<file path="src/rtl/chunked_adder_seq_pkg.sv">
// Shared definitions for the chunked add/subtract unit: FSM states and default widths.
package chunked_adder_seq_pkg;

  localparam int DEFAULT_WIDTH = 16;
  localparam int DEFAULT_CHUNK = 4;

  typedef enum logic [1:0] {
    S_IDLE = 2'd0,
    S_BUSY = 2'd1,
    S_DONE = 2'd2
  } state_t;

endpackage

</file>
<file path="src/rtl/chunked_adder_seq_ripple.sv">
// Combinational N-bit ripple-carry adder built from 1-bit full-adder cells.
module ripple_adder_n #(
  parameter int N = 4
) (
  input  logic [N-1:0] a,
  input  logic [N-1:0] b,
  input  logic         c_in,
  output logic [N-1:0] sum,
  output logic         c_out
);

  logic [N:0] carry;

  assign carry[0] = c_in;

  for (genvar i = 0; i < N; i++) begin : g_fa
    assign sum[i]       = a[i] ^ b[i] ^ carry[i];
    assign carry[i + 1] = (a[i] & b[i]) | (carry[i] & (a[i] ^ b[i]));
  end

  assign c_out = carry[N];

endmodule

</file>
<file path="src/rtl/chunked_adder_seq.sv">
// Multi-cycle add/subtract: one CHUNK-bit ripple slice reused over WIDTH/CHUNK cycles
// with a registered inter-chunk carry and valid/ready handshakes on both sides.
module chunked_adder_seq
  import chunked_adder_seq_pkg::*;
#(
  parameter int WIDTH = DEFAULT_WIDTH,
  parameter int CHUNK = DEFAULT_CHUNK
) (
  input  logic             clk,
  input  logic             rst_n,
  input  logic             in_valid,
  output logic             in_ready,
  input  logic [WIDTH-1:0] a,
  input  logic [WIDTH-1:0] b,
  input  logic             c_in,
  input  logic             sub,
  output logic             out_valid,
  input  logic             out_ready,
  output logic [WIDTH-1:0] sum,
  output logic             c_out,
  output logic             overflow
);

  localparam int NCHUNK = WIDTH / CHUNK;
  localparam int IDX_W  = (NCHUNK > 1) ? $clog2(NCHUNK) : 1;

  if ((CHUNK < 1) || (CHUNK > WIDTH) || ((WIDTH % CHUNK) != 0)) begin : g_bad_params
    $error("chunked_adder_seq: CHUNK must divide WIDTH and satisfy 1 <= CHUNK <= WIDTH");
  end

  state_t           state;
  logic [WIDTH-1:0] a_sh;
  logic [WIDTH-1:0] b_sh;
  logic             carry;
  logic [IDX_W-1:0] chunk_idx;
  logic [CHUNK-1:0] slice_sum;
  logic             slice_cout;
  logic [WIDTH-1:0] sum_next;

  // Operands shift right each BUSY cycle so the slice always sees the low CHUNK bits.
  ripple_adder_n #(.N(CHUNK)) u_slice (
    .a    (a_sh[CHUNK-1:0]),
    .b    (b_sh[CHUNK-1:0]),
    .c_in (carry),
    .sum  (slice_sum),
    .c_out(slice_cout)
  );

  // Slice results enter at the top of sum; after NCHUNK shifts every chunk sits in place.
  if (CHUNK == WIDTH) begin : g_single_chunk
    assign sum_next = slice_sum;
  end else begin : g_multi_chunk
    assign sum_next = {slice_sum, sum[WIDTH-1:CHUNK]};
  end

  always_ff @(posedge clk) begin
    if (!rst_n) begin
      state     <= S_IDLE;
      a_sh      <= '0;
      b_sh      <= '0;
      carry     <= 1'b0;
      chunk_idx <= '0;
      sum       <= '0;
      c_out     <= 1'b0;
      overflow  <= 1'b0;
      in_ready  <= 1'b1;
      out_valid <= 1'b0;
    end else begin
      case (state)
        S_IDLE: begin
          if (in_valid) begin
            a_sh      <= a;
            b_sh      <= b ^ {WIDTH{sub}};
            carry     <= c_in ^ sub;
            chunk_idx <= '0;
            in_ready  <= 1'b0;
            state     <= S_BUSY;
          end
        end
        S_BUSY: begin
          sum   <= sum_next;
          a_sh  <= a_sh >> CHUNK;
          b_sh  <= b_sh >> CHUNK;
          carry <= slice_cout;
          if (chunk_idx == IDX_W'(NCHUNK - 1)) begin
            // The final slice holds the operand MSBs, so overflow is decided here.
            chunk_idx <= '0;
            c_out     <= slice_cout;
            overflow  <= (a_sh[CHUNK-1] == b_sh[CHUNK-1]) &&
                         (slice_sum[CHUNK-1] != a_sh[CHUNK-1]);
            out_valid <= 1'b1;
            state     <= S_DONE;
          end else begin
            chunk_idx <= chunk_idx + 1'b1;
          end
        end
        S_DONE: begin
          if (out_ready) begin
            out_valid <= 1'b0;
            in_ready  <= 1'b1;
            state     <= S_IDLE;
          end
        end
        default: state <= S_IDLE;
      endcase
    end
  end

endmodule
</file>
<file path="config.mk">
export PLATFORM = sky130hd
export DESIGN_NAME = chunked_adder_seq
export DESIGN_NICKNAME = d
export VERILOG_FILES = /design/src/rtl/chunked_adder_seq_pkg.sv /design/src/rtl/chunked_adder_seq_ripple.sv /design/src/rtl/chunked_adder_seq.sv
export SDC_FILE = /design/constraint.sdc
export NUM_CORES = 1
export LEC_CHECK = 0
export ABC_AREA = 1
export CAP_MARGIN = 20
export CORE_ASPECT_RATIO = 0.8
export CORE_MARGIN = 4
export CORE_UTILIZATION = 53
export CTS_BUF_LIST = sky130_fd_sc_hd__clkbuf_4 sky130_fd_sc_hd__clkbuf_8
export DETAILED_ROUTE_END_ITERATION = 7
export PLACE_DENSITY = 0.87
export SLEW_MARGIN = 5
export SYNTH_ARGS = -nofsm -noshare
export SYNTH_HDL_FRONTEND = slang
export SYNTH_SLANG_ARGS = --single-unit
</file>
<file path="constraint.sdc">
create_clock -name clk -period 3 [get_ports clk]
set_input_delay 0.75 -clock clk [delete_from_list [all_inputs] [get_ports clk]]
set_output_delay 0.75 -clock clk [all_outputs]
set_load 0.1 [all_outputs]
</file>
Word level (Yosys, flattened, before mapping)
Index checks and enable logic that the tools add are counted.
Storage, ports and cells
  logic and storage cells: 70
  register bits after elaboration: 57
Operators by class
  bitwise operators: 22
  muxes and demuxes: 19
  add/sub/neg operators: 1
  eq/ne operators: 8
  reduce and logical (&&, ||, !) cells: 10
Operator list (count)
  16-bit case mux with 2 select lines: 2
  16-bit two-way mux: 2
  16-bit bitwise XOR: 1
  2-bit two-way mux: 5
  3-bit AND reduction: 3
  1-bit bitwise XOR: 9
  1-bit bitwise AND: 8
  2-bit inequality test, second input constant: 3
  1-bit case mux with 2 select lines: 3
  2-bit case mux with 3 select lines: 1
  2-bit nonzero test: 3
  1-bit two-way mux: 5
  2-bit equality test, second input constant: 2
  1-bit OR: 4
  2-bit case mux with 2 select lines: 1
  2-bit AND reduction: 2
  2-bit by 1-bit adder with 2-bit output, second input constant: 1
  2-bit by 1-bit equality test with 1-bit output, second input constant: 1
  2-bit zero test: 1
  1-bit equality test: 1
  1-bit logical AND: 1
  1-bit inequality test: 1

Longest topological paths before layout
Gate-level depths: netlist of the first run.
  depth in word-level cells: 10
  gate-level depth with buffers: 12
  gate-level depth less buffers: 12

Hierarchy
From an unflattened synthesis of the first run, not the netlist that was laid out.
Second synthesis, totals
  cell total of the unflattened synthesis: 422
  area total of the unflattened synthesis: 2793.9 um^2
By module, submodules not included
  chunked_adder_seq: area an instance 2676.3 um^2, instances 1, cells each 408
  ripple_adder_n: area an instance 117.6 um^2, instances 1, cells each 14

Worst setup path after synthesis of the first run
OpenSTA, ideal clock, no wires.
  path kind: register -> register
  start point: register a_sh[0]
  end point: register overflow
  stages on the path, launching flop included: 11
  path buffers: 0
  arrival time: 2119 ps
  clock period less this slack: 2194 ps
  path slack: 806 ps
  cells stage by stage: dfxtp_1 > fa_1 > inv_1 > fa_1 > inv_1 > fa_1 > inv_1 > fa_1 > a21oi_1 > o21ai_0 > o21ai_0
On the way
  word-level cells in the longest chain between the ends: 10
  elaborated cells between the ends (all ways): 11
  those cells by class: eq/ne: 1; bitwise: 9; reduce/logical: 1
Ends and longest elaborated chain
  start, declared: RTL line chunked_adder_seq.sv:32  | logic [WIDTH-1:0] a_sh;
  start signal, assigned: RTL line chunked_adder_seq.sv:82  | a_sh <= a_sh >> CHUNK;
  1-bit bitwise XOR: RTL line chunked_adder_seq_ripple.sv:18  | assign carry[i + 1] = (a[i] & b[i]) | (carry[i] & (a[i] ^ b[i]));
  1-bit bitwise AND: RTL line chunked_adder_seq_ripple.sv:18
  1-bit OR *: RTL line chunked_adder_seq_ripple.sv:18
  1-bit bitwise AND *: RTL line chunked_adder_seq_ripple.sv:18
  1-bit OR *: RTL line chunked_adder_seq_ripple.sv:18
  1-bit bitwise AND *: RTL line chunked_adder_seq_ripple.sv:18
  1-bit OR *: RTL line chunked_adder_seq_ripple.sv:18
  1-bit bitwise XOR *: RTL line chunked_adder_seq_ripple.sv:17  | assign sum[i] = a[i] ^ b[i] ^ carry[i];
  1-bit inequality test *: RTL line chunked_adder_seq.sv:90  | (slice_sum[CHUNK-1] != a_sh[CHUNK-1]);
  1-bit logical AND *: RTL line chunked_adder_seq.sv:89  | overflow <= (a_sh[CHUNK-1] == b_sh[CHUNK-1]) &&
  end signal, assigned: RTL line chunked_adder_seq.sv:89
  end, declared: RTL line chunked_adder_seq.sv:21  | output logic overflow
Mark *: on every way between the ends. The rest lies on a longest branch, timed or not.
A chain may end at the register's enable or synchronous reset.

Final worst setup path of the first run
Ends and elaborated chain as after synthesis.

==> results_dict.tcl, run 1 <==
set metrics [dict create \
    synth.yosys.seq_area_share_pct 41.7 \
    synthesis.area_sq_um 2740 \
    drt-vias-per-instance 4.99 \
    route.detailed.wl_per_inst_um 11.8 \
    part_of_the_total_power_dissipated_in_the_clock_network_pct 39.9 \
    firstDrtPassIters 4 \
    numCtsBuffers 9 \
    synthesized_area_fraction_occupied_by_ao_oa_aoi_and_oai_cells_pct 6.04 \
    dr.first_iter.drc_count 190 \
    share_of_power_burned_in_registers_pct 39.0 \
    crit_path_end_kind "flop" \
    timing.final.crit_share_pct 80.4 \
    totalNegativeSetupSlack_ns 0 \
    grt_max_degree 31 \
    globalRouteTotalUtil_pct 21.5 \
    insertion_delay_ns 0.33 \
    setup-violations-final 0 \
    num_antenna_cells 0 \
    floorplan.io_pins 58 \
    core_region_area_sq_um 5010 \
    synth_enable_flop_cells 0 \
    via_count 2669 \
    drt_drc_violations_left 0 \
    postSynthCellCount 414 \
    worstHoldPathType "reg2reg" \
    relSlewSlack_pct 65.6 \
    syn2layout_area_growth_pct 28.6 \
    yosys_warnings 0 \
    clock_tree.buffer_depth 2 \
    start_util_pct 54.6 \
    synth.net_count 458 \
    post_dp_cell_area_sq_um 3280 \
    cap_viol_max_count 0 \
    antenna_found_initial 0 \
    period_minus_slack_ns 2.41 \
    synthFlopType "sky130_fd_sc_hd__dfxtp_1" \
    cts_hold_buf 0 \
    max_freq_ghz 0.415 \
    outcome "finished, final reports clean" \
    worst_case_vdd_ir_drop_uv 374 \
    sw_pwr_w 0.000640 \
    p_int_w 0.00152 \
    synth_simple_gate_area_share_pct 36.9 \
    layout-drive-gt1-share_pct 10.4 \
    placementRows 23 \
    timing_worst_slew_pin_value_ns 0.515 \
    worst-endpoint-required_ns 3.26 \
    cts_htree_levels 3 \
    total_power_w 0.00216 \
    cts_resized 0 \
    final_hold_viol_count 0 \
    asr_flop_ratio_synth_pct 0 \
    timing_max_transition_violations_final 0 \
    dpl.hpwl_um 4400 \
    comb_power_share_pct 21.1 \
    switching_share_pct 29.6 \
    synthDominantAreaCellType "sky130_fd_sc_hd__dfxtp_1" \
    vias_in_the_first_global_route 2592 \
    timing.critical_path.arrival_ns 2.67 \
    crit_path_max_fanout 3 \
    grt_pass1_wl_um 10800 \
    cts.reportedPaths.clkPinSlew_ns 0.07 \
    synth_seq_cells 57 \
    clkSinkCount 57 \
    synth_largest_type_area_fraction_pct 41.7 \
    synth.distinct_cells 20 \
    grt_setup_unrepaired "no" \
    tritoncts "done" \
    mostFrequentLayoutCells "sky130_fd_sc_hd__nand2_1 (115), sky130_fd_sc_hd__nor2_1 (82), sky130_fd_sc_hd__dfxtp_1 (57), sky130_fd_sc_hd__nand3_1 (48), sky130_fd_sc_hd__inv_1 (41)" \
    cts-root-buf "sky130_fd_sc_hd__clkbuf_8" \
    io_buffer_count 57 \
    chipHeight_um 72.3 \
    muxShareOfSynthArea_pct 0 \
    post_synth_fa_ha_maj_area_fraction_pct 3.84 \
    finalWirelength_um 6300 \
    synthXorXnorAreaFrac_pct 1.28 \
    path_class "reg2reg" \
    route.antenna.remaining_nets 0 \
    power.density_cell_area_nw_per_um2 615 \
    post_cts_buffers 0 \
    layout_commonest_cell "sky130_fd_sc_hd__nand2_1" \
    num-nets-final 512 \
    post-route-util_pct 70.3 \
    post_synth.cell_area_avg_sq_um 6.61 \
    p_leak_nw 1.72 \
    gr-total-overflow 0 \
    globalplace.congestion 0.825 \
    stdcell_area_sq_um 3520 \
    cp-start-kind "flop" \
    worst_clock_skew_ns 0.00664 \
    die_width_um 88.3 \
    dieArea_sq_um 6380 \
    synth_top_family_by_area "simple AND/OR/NAND/NOR gates" \
    netlist_top_cells_area "sky130_fd_sc_hd__dfxtp_1 (42%), sky130_fd_sc_hd__nand2_1 (16%), sky130_fd_sc_hd__nor2_1 (11%)" \
]
[power groups by stage]
stage | registers (W) | logic, W | clock network (W)
after global placement | 0.000858 | 0.000445 | 0
after floorplan | 0.00100 | 0.000188 | 0
after CTS | 0.000844 | 0.000458 | 0.000873
final | 0.000843 | 0.000457 | 0.000864
after global routing | 0.000850 | 0.000500 | 0.000911
after detailed placement | 0.000860 | 0.000455 | 0
[metrics by stage]
stage                     setup WS [ns]  instances  hold slack [ns]
after floorplan                   0.806        414            0.438
after global placement            0.755        519            0.444
after detailed placement          0.627        519            0.458
after CTS                         0.579        535            0.473
after global routing              0.444        535            0.494
final                             0.589        535            0.466
[critical path, cell delays in order (launching register included)]
cell and delay, ns:
sky130_fd_sc_hd__dfxtp_1 0.33, sky130_fd_sc_hd__fa_1 0.42, sky130_fd_sc_hd__inv_1 0.07, sky130_fd_sc_hd__fa_1 0.15
sky130_fd_sc_hd__inv_1 0.05, sky130_fd_sc_hd__fa_1 0.35, sky130_fd_sc_hd__inv_1 0.08, sky130_fd_sc_hd__fa_1 0.45
sky130_fd_sc_hd__a21oi_1 0.18, sky130_fd_sc_hd__o21ai_0 0.10, sky130_fd_sc_hd__o21ai_0 0.16
[final cells by class]
class | count | area, sq um
clock buffer | 10 | 138
clock inverter | 6 | 105
fill | 435 | 1490
inverter | 43 | 163
multi-input combinational | 292 | 1320
sequential | 57 | 1140
tap | 62 | 77.6
timing repair buffer | 65 | 581
[routing by layer]
metal | wire (um) | share of wire, % | vias up | global-route usage (%)
met1 | 2580 | 41 | 1182 | 25.2
met5 | 0 | 0 | - | 0
li1 | - | - | 1380 | -
met3 | 571 | 9.1 | 9 | 7.38
met4 | 78 | 1.2 | 0 | 5.54
met2 | 3070 | 49 | 98 | 37.7
[worst paths after layout]
check        slack, ns  endpoint  startpoint  cells past startpoint
max               0.59  overflow     a_sh[0]                     10
min               0.47  in_ready    in_ready                      2
max reg2reg       0.59  overflow     a_sh[0]                     10
min reg2reg       0.47  in_ready    in_ready                      2
[synth_stat cells, types with 4 or more instances]
library cell	instances
sky130_fd_sc_hd__a21oi_1	14
sky130_fd_sc_hd__nand2_1	115
sky130_fd_sc_hd__o21ai_0	19
sky130_fd_sc_hd__nand3_1	48
sky130_fd_sc_hd__xor2_1	4
sky130_fd_sc_hd__fa_1	4
sky130_fd_sc_hd__dfxtp_1	57
sky130_fd_sc_hd__clkbuf_1	6
sky130_fd_sc_hd__nor2_1	82
sky130_fd_sc_hd__buf_4	4
sky130_fd_sc_hd__inv_1	41
sky130_fd_sc_hd__buf_2	10
[cells by family after synthesis]
family | after synthesis
xor+xnor | 4
flops | 57
simple gates | 249
compound gates | 33
buf+inv | 65
fa+ha+maj | 6
[registers in the layout, summed over array words and instances, names as in the netlist]
signal	flops
a_sh	16
b_sh	16
sum	16
chunk_idx	2
state	2
c_out	1
carry	1
in_ready	1
out_valid	1
overflow	1
Power figures use the tool's default switching activity.
==> run 2: changes to the inputs <==
--- a/config.mk
+++ b/config.mk
@@ -9,10 +9,10 @@
 export CAP_MARGIN = 20
 export CORE_ASPECT_RATIO = 0.8
 export CORE_MARGIN = 4
-export CORE_UTILIZATION = 53
+export CORE_UTILIZATION = 47
 export CTS_BUF_LIST = sky130_fd_sc_hd__clkbuf_4 sky130_fd_sc_hd__clkbuf_8
 export DETAILED_ROUTE_END_ITERATION = 7
-export PLACE_DENSITY = 0.87
+export PLACE_DENSITY = 0.82
 export SLEW_MARGIN = 5
 export SYNTH_ARGS = -nofsm -noshare
 export SYNTH_HDL_FRONTEND = slang
==> constraint.sdc (replaced) <==
create_clock -name clk -period 2.11 [get_ports clk]
set_input_delay 0.5275 -clock clk [delete_from_list [all_inputs] [get_ports clk]]
set_output_delay 0.5275 -clock clk [all_outputs]
set_load 0.1 [all_outputs]
==> results_dict.tcl, run 2 (synthesis results as in run 1) <==
set metrics [dict create \
    setup-violations-final 2 \
    path_class "reg2reg" \
    timing_worst_slew_pin_value_ns 0.877 \
    io_buffer_count 57 \
    firstDrtPassIters 4 \
    route.antenna.remaining_nets 0 \
    timing.critical_path.arrival_ns 2.52 \
    chipHeight_um 76.2 \
    crit_path_end_kind "flop" \
    globalplace.congestion 0.798 \
    timing_max_transition_violations_final 0 \
    core_region_area_sq_um 5560 \
    worst_case_vdd_ir_drop_uv 413 \
    mostFrequentLayoutCells "sky130_fd_sc_hd__nand2_1 (115), sky130_fd_sc_hd__nor2_1 (82), sky130_fd_sc_hd__dfxtp_1 (56), sky130_fd_sc_hd__nand3_1 (48), sky130_fd_sc_hd__inv_1 (38)" \
    violated_checks "setup timing" \
    final_cell_count_no_fill 554 \
    num-nets-final 515 \
    cts.reportedPaths.clkPinSlew_ns 0.06 \
    dpl.hpwl_um 4450 \
    drt_drc_violations_left 0 \
    reg.largest.list "a_sh: 16 flops, b_sh: 16 flops, sum: 16 flops" \
    n_fill_cell 513 \
    die_width_um 93.3 \
    crit_path_max_fanout 3 \
    num_antenna_cells 0 \
    layout-drive-gt1-share_pct 12.8 \
    final.setup.worst_slack_ns -0.140 \
    p_leak_nw 1.72 \
    grt_setup_unrepaired "yes" \
    vias_in_the_first_global_route 2487 \
    numCtsBuffers 9 \
    grt_pass1_wl_um 10800 \
    insertion_delay_ns 0.34 \
    timing.critical_path.from "carry" \
    via_count 2672 \
    timing.final.crit_share_pct 107 \
    worst_clock_skew_ns 0.0121 \
    max_freq_ghz 0.444 \
    layout_commonest_cell "sky130_fd_sc_hd__nand2_1" \
    start_util_pct 49.3 \
    route.detailed.wl_per_inst_um 11.4 \
    dp_slack_ns -0.124 \
    instance_count_after_placement_with_tap_cells_included 538 \
    timing.reg2reg.worst_path_depth 10 \
    worstHoldPathType "reg2reg" \
    totalNegativeSetupSlack_ns -0.187 \
    hold-path-endpoint "chunk_idx[0]" \
    hold_path_origin "chunk_idx[0]" \
    dieArea_sq_um 7110 \
    finalWirelength_um 6330 \
    timing.rr.end "overflow" \
    cp-start-kind "flop" \
    dr.first_iter.drc_count 186 \
    timing.hold.worst_path_depth 2 \
    relSlewSlack_pct 41.3 \
    clkSinkCount 57 \
    cts_hold_buf 0 \
    worst-endpoint-required_ns 2.38 \
    clock_tree.buffer_depth 2 \
    reg2reg_slack_ns -0.14 \
    drt-vias-per-instance 4.82 \
    cts_htree_levels 3 \
    syn2layout_area_growth_pct 30.1 \
    final_hold_viol_count 0 \
    critical_path.reg2reg.startpoint "carry" \
    globalRouteTotalUtil_pct 18.9 \
    period_minus_slack_ns 2.25 \
    placementRows 24 \
    outcome "finished with violations" \
    antenna_found_initial 0 \
    floorplan.io_pins 58 \
    cts-root-buf "sky130_fd_sc_hd__clkbuf_8" \
    cap_viol_max_count 0 \
    tritoncts "done" \
    gr-total-overflow 0 \
    worst_hold_slack_ns 0.474 \
    power.density_cell_area_nw_per_um2 844 \
    grt_max_degree 40 \
]
run 2: area by class of cell:
| type | instances | area [sq um] | area share [%] |
|---|---|---|---|
| clock buffers | 11 | 145 | 4.08 |
| clock inverters | 5 | 78.8 | 2.21 |
| multi-input cells | 292 | 1330 | 37.4 |
| inverters | 43 | 163 | 4.57 |
| repair buffers | 68 | 603 | 16.9 |
| well taps | 78 | 97.6 | 2.74 |
| flip-flops and latches | 57 | 1140 | 32.1 |
run 2: repair_timing:
item                       4_1_cts  5_1_grt
gates resized for setup          0        3
setup endpoints to repair        2        3
pin swaps                        1        0
buffers inserted                 0        0
gates cloned                     0        0
run 2: metal layers:
layer  vias up  GRT usage [%]  wire [um]  part of all wire [%]
met5         -              0          0                     0
met4         0           5.71         91                   1.4
met3        12           5.73        511                   8.1
met2        92           31.0       2900                    46
met1      1181           23.6       2830                    45
li1       1387              -          -                     -
run 2: stage by stage:
stage,cell area [sq um],util (%),total power [W]
global placement,3330,59.9,0.00186
CTS,3550,63.9,0.00302
global route,3560,64.1,0.00314
floorplan,2750,-,0.00169
finish,3560,64.1,0.00301
detailed placement,3330,59.9,0.00188
run 2: worst max-delay path by stage:
stage	endpoint	cells after the start
detailed placement	overflow	10
global placement	overflow	10
global route	overflow	10
finish	overflow	10
CTS	overflow	10
floorplan	overflow	10
run 2: power by group:
group	leakage, nW	internal, W	total, W	switching [W]
registers	0.468	0.00115	0.00120	0.0000473
clock network	0.117	0.000708	0.00115	0.000440
logic	1.13	0.000213	0.000659	0.000446
total	1.72	0.00207	0.00301	0.000933
run 2: worst max-delay path, cell delays in order (launching register included):
cell and delay (ns):
sky130_fd_sc_hd__dfxtp_2 0.33, sky130_fd_sc_hd__fa_2 0.39, sky130_fd_sc_hd__inv_2 0.07, sky130_fd_sc_hd__fa_2 0.18, sky130_fd_sc_hd__inv_2 0.04, sky130_fd_sc_hd__fa_2 0.32, sky130_fd_sc_hd__inv_2 0.06, sky130_fd_sc_hd__fa_1 0.45
sky130_fd_sc_hd__a21oi_2 0.13, sky130_fd_sc_hd__o21ai_1 0.07, sky130_fd_sc_hd__o21ai_1 0.14
==> variant 1: new RTL, settings of run 2 <==
Put one more register stage on the output `overflow`, cleared by the reset. The value now appears one clock later. The other outputs are not delayed to match.
--- a/src/rtl/chunked_adder_seq.sv
+++ b/src/rtl/chunked_adder_seq.sv
@@ -23,6 +23,8 @@
 
   localparam int NCHUNK = WIDTH / CHUNK;
   localparam int IDX_W  = (NCHUNK > 1) ? $clog2(NCHUNK) : 1;
+
+  logic overflow_s0;
 
   if ((CHUNK < 1) || (CHUNK > WIDTH) || ((WIDTH % CHUNK) != 0)) begin : g_bad_params
     $error("chunked_adder_seq: CHUNK must divide WIDTH and satisfy 1 <= CHUNK <= WIDTH");
@@ -62,7 +64,7 @@
       chunk_idx <= '0;
       sum       <= '0;
       c_out     <= 1'b0;
-      overflow  <= 1'b0;
+      overflow_s0 <= 1'b0;
       in_ready  <= 1'b1;
       out_valid <= 1'b0;
     end else begin
@@ -86,7 +88,7 @@
             // The final slice holds the operand MSBs, so overflow is decided here.
             chunk_idx <= '0;
             c_out     <= slice_cout;
-            overflow  <= (a_sh[CHUNK-1] == b_sh[CHUNK-1]) &&
+            overflow_s0 <= (a_sh[CHUNK-1] == b_sh[CHUNK-1]) &&
                          (slice_sum[CHUNK-1] != a_sh[CHUNK-1]);
             out_valid <= 1'b1;
             state     <= S_DONE;
@@ -106,4 +108,12 @@
     end
   end
 
+  always_ff @(posedge clk) begin
+    if (!rst_n) begin
+      overflow <= '0;
+    end else begin
+      overflow <= overflow_s0;
+    end
+  end
+
 endmodule
Function: changed (a bounded check fails within 10 cycles, from zero or initial values and one cycle with rst_n low).
==> variant 1 against run 2 <==
- the flow still finishes with violations (setup timing)
- synthesized cell count increased by 1.2%
- area after synthesis up 0.96%
- routed wire length rose by 0.49%
- sequential cell count grew 1
- total power is 5.0% higher
- final area increased by 1.4%
- worst setup slack lost 0.011 ns
- critical endpoint is now overflow_s0
- largest cell class unchanged
- largest power group is now clock
- highest routed layer unchanged
==> variant 1: results <==
[layout]
drive_gt1_share_pct = 12.5
n_sequential_cell = 58
inv_count = 46
clkCellAreaFrac_pct = 6.97
multi_input_area_share_pct = 36.6
nNetsFinal = 519
fillers = 500
final-nonclk-buf-share_pct = 16.7
seq_area_mm2 = 0.00116

[global_routing]
grt_max_degree = 35
grt_use_met2_pct = 31.6
grt_pass1_vias = 2510
grt_usage_pct = 18.8

[routing]
wl_met1_um = 2760
wire_per_inst_um = 11.4
dr_wl_met2_um = 3110
drt-initial-drc-count = 100

[power_and_ir_drop]
p_sw_mw = 0.925
leakage_nw = 1.79
comb-power_mw = 0.661

[worst_setup_path]
r2r-end = "overflow_s0"
r2r-start = "a_sh[0]"
critPathMaxStageDelay_ns = 0.43
crit_path_max_fanout = 2

[worst_hold_path]
hold_end = "overflow"
min_from = "overflow_s0"

[sta]
setup_slack_ns = -0.152
finClkSkew_ns = 0.0103
finalSetupViolCount = 1
tightest_slew_ns = 0.786
whs_ns = 0.461

[place]
postPlaceCellArea_mm2 = 0.00334
post-place-ws_ns = -0.179
place_inst = 541
dp_hpwl_um = 4390
gp_congestion = 0.806

[run_status]
status = "finished with violations"
violations = "setup timing"

[synth]
synth_area_leaders = "dfxtp_1 (42%), nand2_1 (17%), nor2_1 (9.9%)"
## variant 1: worst min-delay path, cell delays in order, from the launching register on
cell     delay (ns)
dfxtp_1        0.31
nand2_1        0.07
inv_1          0.04
## variant 1: worst max path at each step
stage	start	endpoint	cells past startpoint
after global routing	a_sh[0]	overflow_s0	13
after detailed placement	carry	overflow_s0	13
after floorplan	carry	overflow_s0	13
after CTS	a_sh[0]	overflow_s0	13
final	a_sh[0]	overflow_s0	13
after global placement	carry	overflow_s0	13
## variant 1: cells by family after synthesis
kind of cell | count (synthesis) | share of synthesized area, %
adder cells (fa/ha/maj) | 6 | 3.80
AO/OA/AOI/OAI | 30 | 5.48
AND/OR/NAND/NOR | 252 | 36.8
buffers and inverters | 69 | 10.6
flip-flops | 58 | 42.0
XOR/XNOR | 4 | 1.27
## variant 1: timing repair
item,CTS,global route
gates cloned,0,0
gates resized for setup,3,1
pin swaps,3,1
buffers inserted,1,0
setup endpoints to repair,1,3
==> variant 2: new RTL, config.mk and constraints of run 2 <==
Made on the original files. Set the package constant `DEFAULT_CHUNK` to 2 (it was 4).
--- a/src/rtl/chunked_adder_seq_pkg.sv
+++ b/src/rtl/chunked_adder_seq_pkg.sv
@@ -2,7 +2,7 @@
 package chunked_adder_seq_pkg;
 
   localparam int DEFAULT_WIDTH = 16;
-  localparam int DEFAULT_CHUNK = 4;
+  localparam int DEFAULT_CHUNK = 2;
 
   typedef enum logic [1:0] {
     S_IDLE = 2'd0,
Check against the original RTL: not equivalent (Yosys sat finds a counterexample within 4 cycles, from zero or initial values and one cycle with rst_n low).
==> variant 2 against run 2 <==
- routed wire length up 5.2%
- maximum frequency up 24%
- sequential share of layout area about the same
- count of clock-buffer cells in the layout unchanged
- total power up 5.0%
- final cell count up 3.1%
- area after synthesis up 1.6%
- worst setup slack better by 0.43 ns
- final area up 1.5%
- sequential cell count up 1
==> variant 2: results <==
[layout]
nNetsFinal = 531
fillers = 520
drive_gt1_share_pct = 10.1
fin_cells = 571

[global_routing]
grt_max_degree = 42
grt_pass1_vias = 2578
grt_pass1_wl_um = 11400

[place]
postPlaceCellArea_mm2 = 0.00336
place_inst = 555
gp_congestion = 0.827
dp_hpwl_um = 4680

[sta]
finClkSkew_ns = 0.00761
tightest_slew_ns = 0.657

[worst_setup_path]
ff2ff_setup_slack_ns = 0.29
crit_path_max_fanout = 15
r2r-end = "b_sh[4]"
r2r-start = "state[0]"
cp_slowest_cell = "nor2_2"
arrival_ns = 2.09
cp_top_family = "simple AND/OR/NAND/NOR gates"
worst_r2r_path_depth = 5
critPathMaxStageDelay_ns = 0.54

[synth]
synth_area_per_cell_um2 = 6.39
synth_commonest_cells = "nand2_1 (126), nor2_1 (96), dfxtp_1 (58)"
synth_area_leaders = "dfxtp_1 (42%), nand2_1 (17%), nor2_1 (13%)"
synth_nets = 478
yosysUniqueCellTypes = 17

[routing]
drt-initial-drc-count = 120
drt_wl_total_um = 6660
vias = 2759

[power_and_ir_drop]
leakage_nw = 1.78
ir_drop_v = 0.000406

[run_status]
status = "completed"

[clock_network]
clk_latency_ns = 0.33
cts_resized = 0
cts-root-buf = "clkbuf_8"

[worst_hold_path]
min_from = "out_valid"
hold_end = "out_valid"
hold_depth = 2
variant 2: changes by cell type after synthesis, moves of 3 or more:
| cell | delta |
|---|---|
| buf_2 | +4 |
| nor2_1 | +14 |
| nand2_1 | +11 |
| nand3_1 | +4 |
| o21ai_0 | -3 |
variant 2: worst reg2reg max path: stages (launching register included):
cell and delay [ns]:
dfxtp_1 0.35, nor2_2 0.54, nand2_1 0.47, nor2_1 0.25, nor2_1 0.07, nor2_1 0.08
variant 2: area by class of cell:
cell class	instances	area, um2	share of cell area (%)
multi-input combinational	313	1350	37.5
sequential	58	1160	32.1
timing repair buffer	66	601	16.6
clock buffer	11	151	4.19
inverter	40	150	4.15
clock inverter	5	100	2.77
tap	78	97.6	2.70
variant 2: metrics by stage:
step                      util (%)  power, mW  setup WS, ns  hold WS [ns]
after global placement        60.2       1.89         0.259         0.451
after global routing          64.7       3.29         0.114         0.511
after CTS                     64.7       3.17         0.316         0.477
final                         64.7       3.16         0.292         0.473
after floorplan                  -       1.71         0.500         0.438
after detailed placement      60.2       1.90         0.221         0.463
variant 2: worst max path at each step:
stage                     startpoint        to  slack [ns]  cells after the start
final                       state[0]   b_sh[4]        0.29                      5
after global routing        state[0]   b_sh[9]        0.11                      5
after global placement      in_valid   a_sh[8]        0.26                      6
after floorplan              a_sh[0]  overflow        0.50                      6
after CTS                   state[0]   b_sh[4]        0.32                      5
after detailed placement         sub  b_sh[10]        0.22                      7
variant 2: kinds of logic after synthesis:
group	count (synthesis)	share of synthesized area (%)
XOR/XNOR	2	0.630
adder cells (fa/ha/maj)	5	2.79
AO/OA/AOI/OAI	28	5.04
buffers and inverters	64	9.54
flip-flops	58	41.8
AND/OR/NAND/NOR	278	40.2
variant 2: where the power goes:
part	leakage (nW)	switching, mW	internal, mW
Sequential	0.476	0.0517	1.17
Combinational	1.17	0.445	0.211
Clock	0.129	0.432	0.845
Total	1.78	0.929	2.23
variant 2: layer usage:
metal	GRT usage, %	wire length [um]	up-vias	share of wire [%]
li1	-	-	1439	-
met1	24.9	3090	1233	46
met2	31.9	3140	81	47
met3	5.97	381	6	5.7
met4	4.33	38	0	0.57
met5	0	0	-	0
